## config.mk

```make
export PLATFORM = sky130hd
export DESIGN_NAME = fb_scanout
export DESIGN_NICKNAME = d
export VERILOG_FILES = /design/src/rtl/fb_scanout.sv
export SDC_FILE = /design/constraint.sdc
export NUM_CORES = 1
export LEC_CHECK = 0
export CORE_MARGIN = 3
export CORE_UTILIZATION = 25
export DETAILED_ROUTE_END_ITERATION = 8
export DONT_BUFFER_PORTS = 1
export PLACE_DENSITY = 0.4
export SLEW_MARGIN = 10
export SYNTH_ARGS = -nofsm -noshare
export SYNTH_HDL_FRONTEND = slang
export SYNTH_SLANG_ARGS = --single-unit
```

## constraint.sdc

```tcl
create_clock -name i_clk -period 9.28 [get_ports i_clk]
set_input_delay 1.856 -clock i_clk [delete_from_list [all_inputs] [get_ports i_clk]]
set_output_delay 1.856 -clock i_clk [all_outputs]
set_load 0.02 [all_outputs]
```

## src/rtl/fb_scanout.sv

```systemverilog
// fb_scanout: VGA scanout of a 4R4G4B framebuffer with 2x2 pixel replication.
// The pixel rate is the system clock divided by CLK_DIV; the framebuffer is
// read through a synchronous port (data one clock after the address).
// Optional macro FB_DOUBLE_BUF_EN: adds a second display bank that flips at
// vblank entry on request (address grows to 18 bits, bank in the MSB).
module fb_scanout #(
   parameter int CLK_DIV = 4,
   parameter int FB_W    = 320,
   parameter int FB_H    = 240,
   parameter int H_VIS   = 640,
   parameter int H_FP    = 16,
   parameter int H_SYNC  = 96,
   parameter int H_BP    = 48,
   parameter int V_VIS   = 480,
   parameter int V_FP    = 10,
   parameter int V_SYNC  = 2,
   parameter int V_BP    = 33
) (
   input  logic        i_clk,
   input  logic        i_rst,
`ifdef FB_DOUBLE_BUF_EN
   input  logic        i_swap_req,
   output logic        o_swap_ack,
   output logic        o_fb_bank,
   output logic [17:0] o_fb_r_addr,
`else
   output logic [16:0] o_fb_r_addr,
`endif
   input  logic [11:0] i_fb_r_data,
   output logic [11:0] o_rgb,
   output logic        o_hsync,
   output logic        o_vsync,
   output logic        o_de,
   output logic        o_vblank,
   output logic        o_frame_start
);

   localparam int H_TOT = H_VIS + H_FP + H_SYNC + H_BP;
   localparam int V_TOT = V_VIS + V_FP + V_SYNC + V_BP;
   localparam int HW    = $clog2(H_TOT);
   localparam int VW    = $clog2(V_TOT);
   localparam int DW    = $clog2(CLK_DIV);
   localparam int AW    = 17;

   localparam logic [DW-1:0] DIV_LAST  = DW'(CLK_DIV - 1);
   localparam logic [HW-1:0] H_LAST    = HW'(H_TOT - 1);
   localparam logic [HW-1:0] H_VIS_C   = HW'(H_VIS);
   localparam logic [HW-1:0] HS_FIRST  = HW'(H_VIS + H_FP);
   localparam logic [HW-1:0] HS_LAST   = HW'(H_VIS + H_FP + H_SYNC - 1);
   localparam logic [VW-1:0] V_LAST    = VW'(V_TOT - 1);
   localparam logic [VW-1:0] V_VIS_C   = VW'(V_VIS);
   localparam logic [VW-1:0] V_VIS_M1  = VW'(V_VIS - 1);
   localparam logic [VW-1:0] VS_FIRST  = VW'(V_VIS + V_FP);
   localparam logic [VW-1:0] VS_LAST   = VW'(V_VIS + V_FP + V_SYNC - 1);
   localparam logic [AW-1:0] FB_W_A    = AW'(FB_W);
   localparam logic [AW-1:0] FB_LAST_A = AW'(FB_W * FB_H - 1);

   logic [DW-1:0] div_cnt_r;
   logic [HW-1:0] h_cnt_r;
   logic [VW-1:0] v_cnt_r;
   logic [AW-1:0] row_base_r;

   logic          tick_s;
   logic          line_end_s;
   logic [HW-1:0] h_nxt_s;
   logic [VW-1:0] v_nxt_s;
   logic [AW-1:0] row_base_nxt_s;
   logic [AW-1:0] addr_nxt_s;
   logic          vis_cur_s;
   logic          vis_nxt_s;
   logic          addr_upd_s;
   logic          hs_low_s;
   logic          vs_low_s;
   logic          frame_wrap_s;

   // Next raster position, next row base (no multiplier) and sync decode
   always_comb begin
      tick_s     = (div_cnt_r == DIV_LAST);
      line_end_s = (h_cnt_r == H_LAST);

      if (line_end_s) begin
         h_nxt_s = '0;
      end else begin
         h_nxt_s = h_cnt_r + HW'(1);
      end

      if (!line_end_s) begin
         v_nxt_s = v_cnt_r;
      end else if (v_cnt_r == V_LAST) begin
         v_nxt_s = '0;
      end else begin
         v_nxt_s = v_cnt_r + VW'(1);
      end

      // Two screen lines share one source row: step the base after odd lines
      if (line_end_s && (v_cnt_r == V_LAST)) begin
         row_base_nxt_s = '0;
      end else if (line_end_s && v_cnt_r[0] && (v_cnt_r < V_VIS_M1)) begin
         row_base_nxt_s = row_base_r + FB_W_A;
      end else begin
         row_base_nxt_s = row_base_r;
      end

      vis_cur_s    = (h_cnt_r < H_VIS_C) && (v_cnt_r < V_VIS_C);
      vis_nxt_s    = (h_nxt_s < H_VIS_C) && (v_nxt_s < V_VIS_C);
      addr_nxt_s   = row_base_nxt_s + AW'(h_nxt_s >> 1'b1);
      // Defensive bound: never present an address past the framebuffer
      addr_upd_s   = tick_s && vis_nxt_s && (addr_nxt_s <= FB_LAST_A);
      hs_low_s     = (h_cnt_r >= HS_FIRST) && (h_cnt_r <= HS_LAST);
      vs_low_s     = (v_cnt_r >= VS_FIRST) && (v_cnt_r <= VS_LAST);
      frame_wrap_s = tick_s && line_end_s && (v_cnt_r == V_LAST);
   end

   // Pixel-rate divider and raster counters
   always_ff @(posedge i_clk) begin
      if (i_rst) begin
         div_cnt_r  <= '0;
         h_cnt_r    <= '0;
         v_cnt_r    <= '0;
         row_base_r <= '0;
      end else if (tick_s) begin
         div_cnt_r  <= '0;
         h_cnt_r    <= h_nxt_s;
         v_cnt_r    <= v_nxt_s;
         row_base_r <= row_base_nxt_s;
      end else begin
         div_cnt_r  <= div_cnt_r + DW'(1);
      end
   end

   // Registered video outputs; the read address is set up one pixel ahead
   always_ff @(posedge i_clk) begin
      if (i_rst) begin
         o_fb_r_addr   <= '0;
         o_rgb         <= 12'h000;
         o_hsync       <= 1'b1;
         o_vsync       <= 1'b1;
         o_de          <= 1'b0;
         o_vblank      <= 1'b0;
         o_frame_start <= 1'b0;
      end else begin
         o_frame_start <= frame_wrap_s;
         if (tick_s) begin
            o_de     <= vis_cur_s;
            o_rgb    <= vis_cur_s ? i_fb_r_data : 12'h000;
            o_hsync  <= !hs_low_s;
            o_vsync  <= !vs_low_s;
            o_vblank <= (v_nxt_s >= V_VIS_C);
         end else begin
            o_de     <= o_de;
         end
         if (addr_upd_s) begin
`ifdef FB_DOUBLE_BUF_EN
            o_fb_r_addr <= {o_fb_bank, addr_nxt_s};
`else
            o_fb_r_addr <= addr_nxt_s;
`endif
         end else begin
            o_fb_r_addr <= o_fb_r_addr;
         end
      end
   end

`ifdef FB_DOUBLE_BUF_EN
   logic swap_evt_s;
   logic swap_pend_r;

   // Vblank entry: the tick on which v_cnt becomes V_VIS
   always_comb begin
      swap_evt_s = tick_s && line_end_s && (v_nxt_s == V_VIS_C);
   end

   // Sticky swap request, served (bank flip + ack pulse) at vblank entry
   always_ff @(posedge i_clk) begin
      if (i_rst) begin
         swap_pend_r <= 1'b0;
         o_fb_bank   <= 1'b0;
         o_swap_ack  <= 1'b0;
      end else if (swap_evt_s && (swap_pend_r || i_swap_req)) begin
         swap_pend_r <= 1'b0;
         o_fb_bank   <= !o_fb_bank;
         o_swap_ack  <= 1'b1;
      end else begin
         swap_pend_r <= swap_pend_r || i_swap_req;
         o_fb_bank   <= o_fb_bank;
         o_swap_ack  <= 1'b0;
      end
   end
`endif

endmodule

```

# Yosys cells after proc, flatten, opt, wreduce, memory -nomap -nowiden
# Index checks and enable logic that the tools add are counted.
# Widths: inputs -> output; s select.
totals:
  regBits: 73
  latch_bits: 0
  ramBits: 0
  rom_bits: 0
  inputBits: 14
  out_inout_bits: 34
  wordCells: 50
  n_memories: 0
op_classes:
  addsub: 5
  mul: 0
  div: 0
  order_cmp: 11
  n_eq_ne: 3
  shift: 0
  muxes: 6
  bitwise: 0
  reduce_logical: 14
op_table:
  columns: ["operator", "n"]
  rows:
  - ["$mux 17", 2]
  - ["$lt 10x9->1 const B", 3]
  - ["$mux 10", 3]
  - ["$add 10x1->10 const B", 2]
  - ["$eq 10x10->1 const B", 2]
  - ["$ge 10x9->1 const B", 2]
  - ["$lt 10x10->1 const B", 2]
  - ["$add 17x9->17", 1]
  - ["$add 17x9->17 const B", 1]
  - ["$le 17x17->1 const B", 1]
  - ["$mux 12", 1]
  - ["$logic_and 1x1->1", 11]
  - ["$ge 10x10->1 const B", 1]
  - ["$le 10x10->1 const B", 1]
  - ["$le 10x9->1 const B", 1]
  - ["$add 2x1->2 const B", 1]
  - ["$eq 2x2->1 const B", 1]
  - ["$logic_not 1->1", 2]
  - ["$reduce_or 2->1", 1]

# Logic depth before layout (Yosys ltp)
depth:
  depth_word: 8
  depth_mapped: 22

# Worst setup path before layout
# No wires, ideal clock.
synth_path:
  path_type: "reg-to-reg"
  start: "reg h_cnt_r[0]"
  end: "reg o_fb_r_addr[4]"
  arrival_time_ns: 4.653
  required_ns: 9.159
  path_slack_ns: 4.506
  path_stages_with_launch: 22
  path_buffers: 5
  period_less_slack_ns: 4.774
  cell_sequence: "dfxtp_1 -> ha_1 -> and4_1 -> buf_2 -> and3_1 -> buf_2 -> nand2_1 -> clkbuf_1 -> clkbuf_1 -> and2_1 -> ha_1 -> fa_1 -> a211oi_1 -> o21bai_1 -> a31o_2 -> a21oi_1 -> a211o_1 -> mux2i_1 -> a21oi_4 -> a21oi_4 -> buf_6 -> mux2_4"
synth_via:
  elab_chain_len: 8
  word_cells_on_any_way: 16
synth_lines:
  columns: ["item", "line_no", "source"]
  rows:
  - ["from (decl)", "59", "logic [HW-1:0] h_cnt_r;"]
  - ["from (signal assigned)", "123", "h_cnt_r <= h_nxt_s;"]
  - ["$eq 10x10->1 *", "79", "line_end_s = (h_cnt_r == H_LAST);"]
  - ["$logic_and 1x1->1 (2 in series)", "98", "end else if (line_end_s && v_cnt_r[0] && (v_cnt_r < V_VIS_M1)) begin"]
  - ["$mux 17", "98", null]
  - ["$mux 17 *", "96", "if (line_end_s && (v_cnt_r == V_LAST)) begin"]
  - ["named net row_base_nxt_s[0]", "67", "logic [AW-1:0] row_base_nxt_s;"]
  - ["$add 17x9->17 *", "106", "addr_nxt_s = row_base_nxt_s + AW'(h_nxt_s >> 1'b1);"]
  - ["$le 17x17->1", "108", "addr_upd_s = tick_s && vis_nxt_s && (addr_nxt_s <= FB_LAST_A);"]
  - ["$logic_and 1x1->1", "108", null]
  - ["to (signal assigned)", "156", "o_fb_r_addr <= addr_nxt_s;"]
  - ["to (signal assigned)", "159", "o_fb_r_addr <= o_fb_r_addr;"]
  - ["to (decl)", "27", "output logic [16:0] o_fb_r_addr,"]
# The timed path passes the listed nets; every way through them passes the cells marked *.
# A chain may end at the register's enable or synchronous reset.

# Worst setup path in the final report
# Same ends and word-level chain as after synthesis.

==> results.json <==
{
  "status": "completed",
  "place_area_sq_um": 4490,
  "synth_ff_type": "dfxtp_1",
  "switching_power_mw": 0.175,
  "drive_gt1_frac": 0.0736,
  "critPathMaxFanout": 11,
  "routedWlPerCell_um": 16.1,
  "crit_chain": "ha_1 -> and4_1 -> and3_1 -> nand2_1 -> and2_1 -> ha_1 -> fa_1 -> a211oi_1 -> o21bai_1 -> a31o_2 -> a21oi_1 -> a2111oi_0 -> a21boi_0 -> nor3_2 -> a21oi_4 -> mux2_4",
  "gr-total-overflow": 0,
  "cpMostUsedCell": "ha_1",
  "holdBufCountCts": 0,
  "p_clk_frac": 0.463,
  "multi_input_area_sq_um": 2680,
  "synth_edf_count": 0,
  "r2r-end": "o_fb_r_addr[4]",
  "htreeDepth": 3,
  "rsz0062_at_grt": "no",
  "max_freq_ghz": 0.190,
  "reg2reg_slack_ns": 4.01,
  "dp.final_hpwl_um": 8410,
  "layout_worst_path_cycle_share": 0.568,
  "ioPinCount": 48,
  "cp-end-kind": "flop",
  "pwr-share-seq": 0.479,
  "drt_iter0_markers": 290,
  "ys_top_cells_by_area": "dfxtp_1 33%, nand2_1 4.6%, ha_1 4.3%",
  "worstHoldPathType": "flop to flop",
  "yosysUniqueCellTypes": 65,
  "initial_core_util": 0.260,
  "hold_viol_final": 0,
  "ir_drop_mv": 0.0782,
  "hold_end": "div_cnt_r[0]",
  "chipWidth_um": 138,
  "synth_top_area_frac": 0.335,
  "die_h_um": 138,
  "slowest_stage": "nor3_2",
  "fin_nets": 541,
  "synth-seq-cells": 73,
  "synth-xor-area-share": 0.0541,
  "setup_viol": 0,
  "clkTransAtPathRegs_ns": 0.06,
  "syn-instance-count": 533,
  "power_mw": 0.700,
  "postCtsSetupBuffers": 0,
  "tightest_slew_ns": 0.938,
  "hold_depth": 1,
  "cts_root_buffer": "clkbuf_16",
  "power_density_nw_per_um2": 147,
  "gp_congestion": 0.828,
  "grt_pass1_vias": 3597,
  "setup_tns_ns": 0,
  "antenna_found_initial": 0,
  "synth_adder_area_share": 0.0476,
  "syn-num-nets": 563,
  "synth.largest_area_cell": "dfxtp_1",
  "syn_avg_cell_area_sq_um": 8.20,
  "final_common_cell": "dfxtp_1",
  "final_cell_mix": "73 x dfxtp_1, 54 x nand2_1, 49 x nor2_1, 28 x a21oi_1, 23 x nor3_1",
  "synth_compound_area_frac": 0.212,
  "antenna_cells": 0,
  "drv_slew": 0,
  "slowest_delay_ns": 0.59,
  "fin_cells": 736,
  "vias_per_cell": 5.03,
  "insertion_delay_ns": 0.34,
  "cp-start-kind": "flop",
  "ant_nets": 0,
  "yosys_warnings": 0,
  "synth_top_family_by_area": "simple AND/OR/NAND/NOR gates",
  "r2r_start": "h_cnt_r[0]",
  "syn_to_final_growth_pct": 9.17,
  "p_int_mw": 0.525,
  "fin_crit_ns": 5.27,
  "rows": 47,
  "synthMuxAreaShare": 0.0430,
  "crit_type": "flop to flop",
  "drc": 0,
  "maxSlewHeadroom": 0.374,
  "routed_wirelength_um": 11900,
  "leakagePower_nw": 1.73,
  "pre_cts_ws_ns": 4.07,
  "reg2reg_depth": 16,
  "skew_ns": 0.00530,
  "min-delay-start": "div_cnt_r[0]",
  "num-fill-cells": 1835,
  "async_reset_ff_frac": 0,
  "worstPathRequired_ns": 9.51,
  "placeableCoreArea_sq_um": 16800,
  "post-place-cells": 720,
  "drt_pass1_iterations": 5,
  "switching_share": 0.250,
  "num_vias": 3699,
  "regArea_sq_um": 1460,
  "synth-simple-area-share": 0.256,
  "grt.total_usage": 0.124,
  "final_cell_area_sq_um": 4770,
  "ctsResizeCount": 0,
  "grt_max_degree": 51,
  "clock-sinks": 73,
  "power_frac_comb": 0.058,
  "cts_buffers": 9,
  "die_area_sq_um": 19100,
  "cts_buffer_depth": 2,
  "cts_tree": "done",
  "seq_area_frac_synth": 0.335,
  "timing.final.ws_setup_ns": 4.01,
  "worstPathArrival_ns": 5.50,
  "port_buffers": 0,
  "synthesis.area_sq_um": 4370,
  "grt_pass1_wl_um": 19500,
  "maxCapViolations": 0
}
[cell type report]
cell class / count / share of cell area
Multi-Input combinational cell: 408 / 0.561
Sequential cell: 73 / 0.306
Tap cell: 220 / 0.0577
Clock buffer: 11 / 0.0509
Inverter: 16 / 0.0126
Clock inverter: 5 / 0.00656
Timing Repair Buffer: 3 / 0.00472
[per-stage QoR]
stage / hold slack [ns] / utilization
finish: 0.426 / 0.284
CTS: 0.429 / 0.284
floorplan: 0.404 / -
global placement: 0.408 / 0.267
global route: 0.464 / 0.284
detailed placement: 0.415 / 0.267
[cells by family after synthesis]
group	count (synthesis)
and+or+nand+nor	218
AOI/OAI and AO/OA	130
DFF	73
buffers and inverters	52
xor gates and xnor gates	27
muxes	17
adders and majority gates	16
[worst max path at each step]
stage / slack, ns / from / cells past startpoint / to
floorplan: 4.51 / h_cnt_r[0] / 21 / o_fb_r_addr[4]
global placement: 4.20 / h_cnt_r[0] / 16 / o_fb_r_addr[3]
detailed placement: 4.07 / h_cnt_r[1] / 16 / o_fb_r_addr[3]
CTS: 4.02 / h_cnt_r[1] / 16 / o_fb_r_addr[4]
global route: 3.56 / h_cnt_r[0] / 16 / o_fb_r_addr[4]
finish: 4.01 / h_cnt_r[0] / 16 / o_fb_r_addr[4]
[worst max-delay path: cells and delay by family, from the launching register on]
kind,cells,cell delay (ns)
AO/OA/AOI/OAI,7,1.63
adder cells (fa/ha/maj),3,0.89
flip-flops,1,0.40
multiplexers,1,0.35
AND/OR/NAND/NOR,5,1.88
[Yosys cell counts (7+ instances only)]
cell type	instances
a211oi_1	12
a21oi_1	28
a22o_1	14
and2_1	14
clkbuf_1	23
dfxtp_1	73
ha_1	15
inv_1	16
mux2i_1	12
nand2_1	54
nand3_1	18
nand4_1	13
nor2_1	50
nor2b_1	7
nor3_1	23
o21a_1	10
o21ai_0	21
or3_1	8
xnor2_1	14
xor2_1	13
[metal layers]
| layer | GRT usage | up-vias | share of wire |
|---|---|---|---|
| li1 | - | 1872 | - |
| met1 | 0.170 | 1738 | 0.50 |
| met2 | 0.192 | 76 | 0.44 |
| met3 | 0.0314 | 13 | 0.047 |
| met4 | 0.0406 | 0 | 0.015 |
| met5 | 0 | - | 0 |
[power groups by stage]
stage / Clock, mW / Sequential, mW / Combinational, mW
after global placement: 0 / 0.343 / 0.0408
after CTS: 0.337 / 0.336 / 0.0413
after detailed placement: 0 / 0.343 / 0.0410
final: 0.324 / 0.335 / 0.0404
after floorplan: 0 / 0.340 / 0.0367
after global routing: 0.349 / 0.337 / 0.0459
[sequential cells by signal (all words and copies together), names as in the netlist]
name and count:
h_cnt_r 10, o_fb_r_addr 17, o_frame_start 1, o_de 1
o_hsync 1, div_cnt_r 2, o_vsync 1, o_rgb 12
v_cnt_r 10, o_vblank 1, row_base_r 17
(Power assumes the default switching activity.)
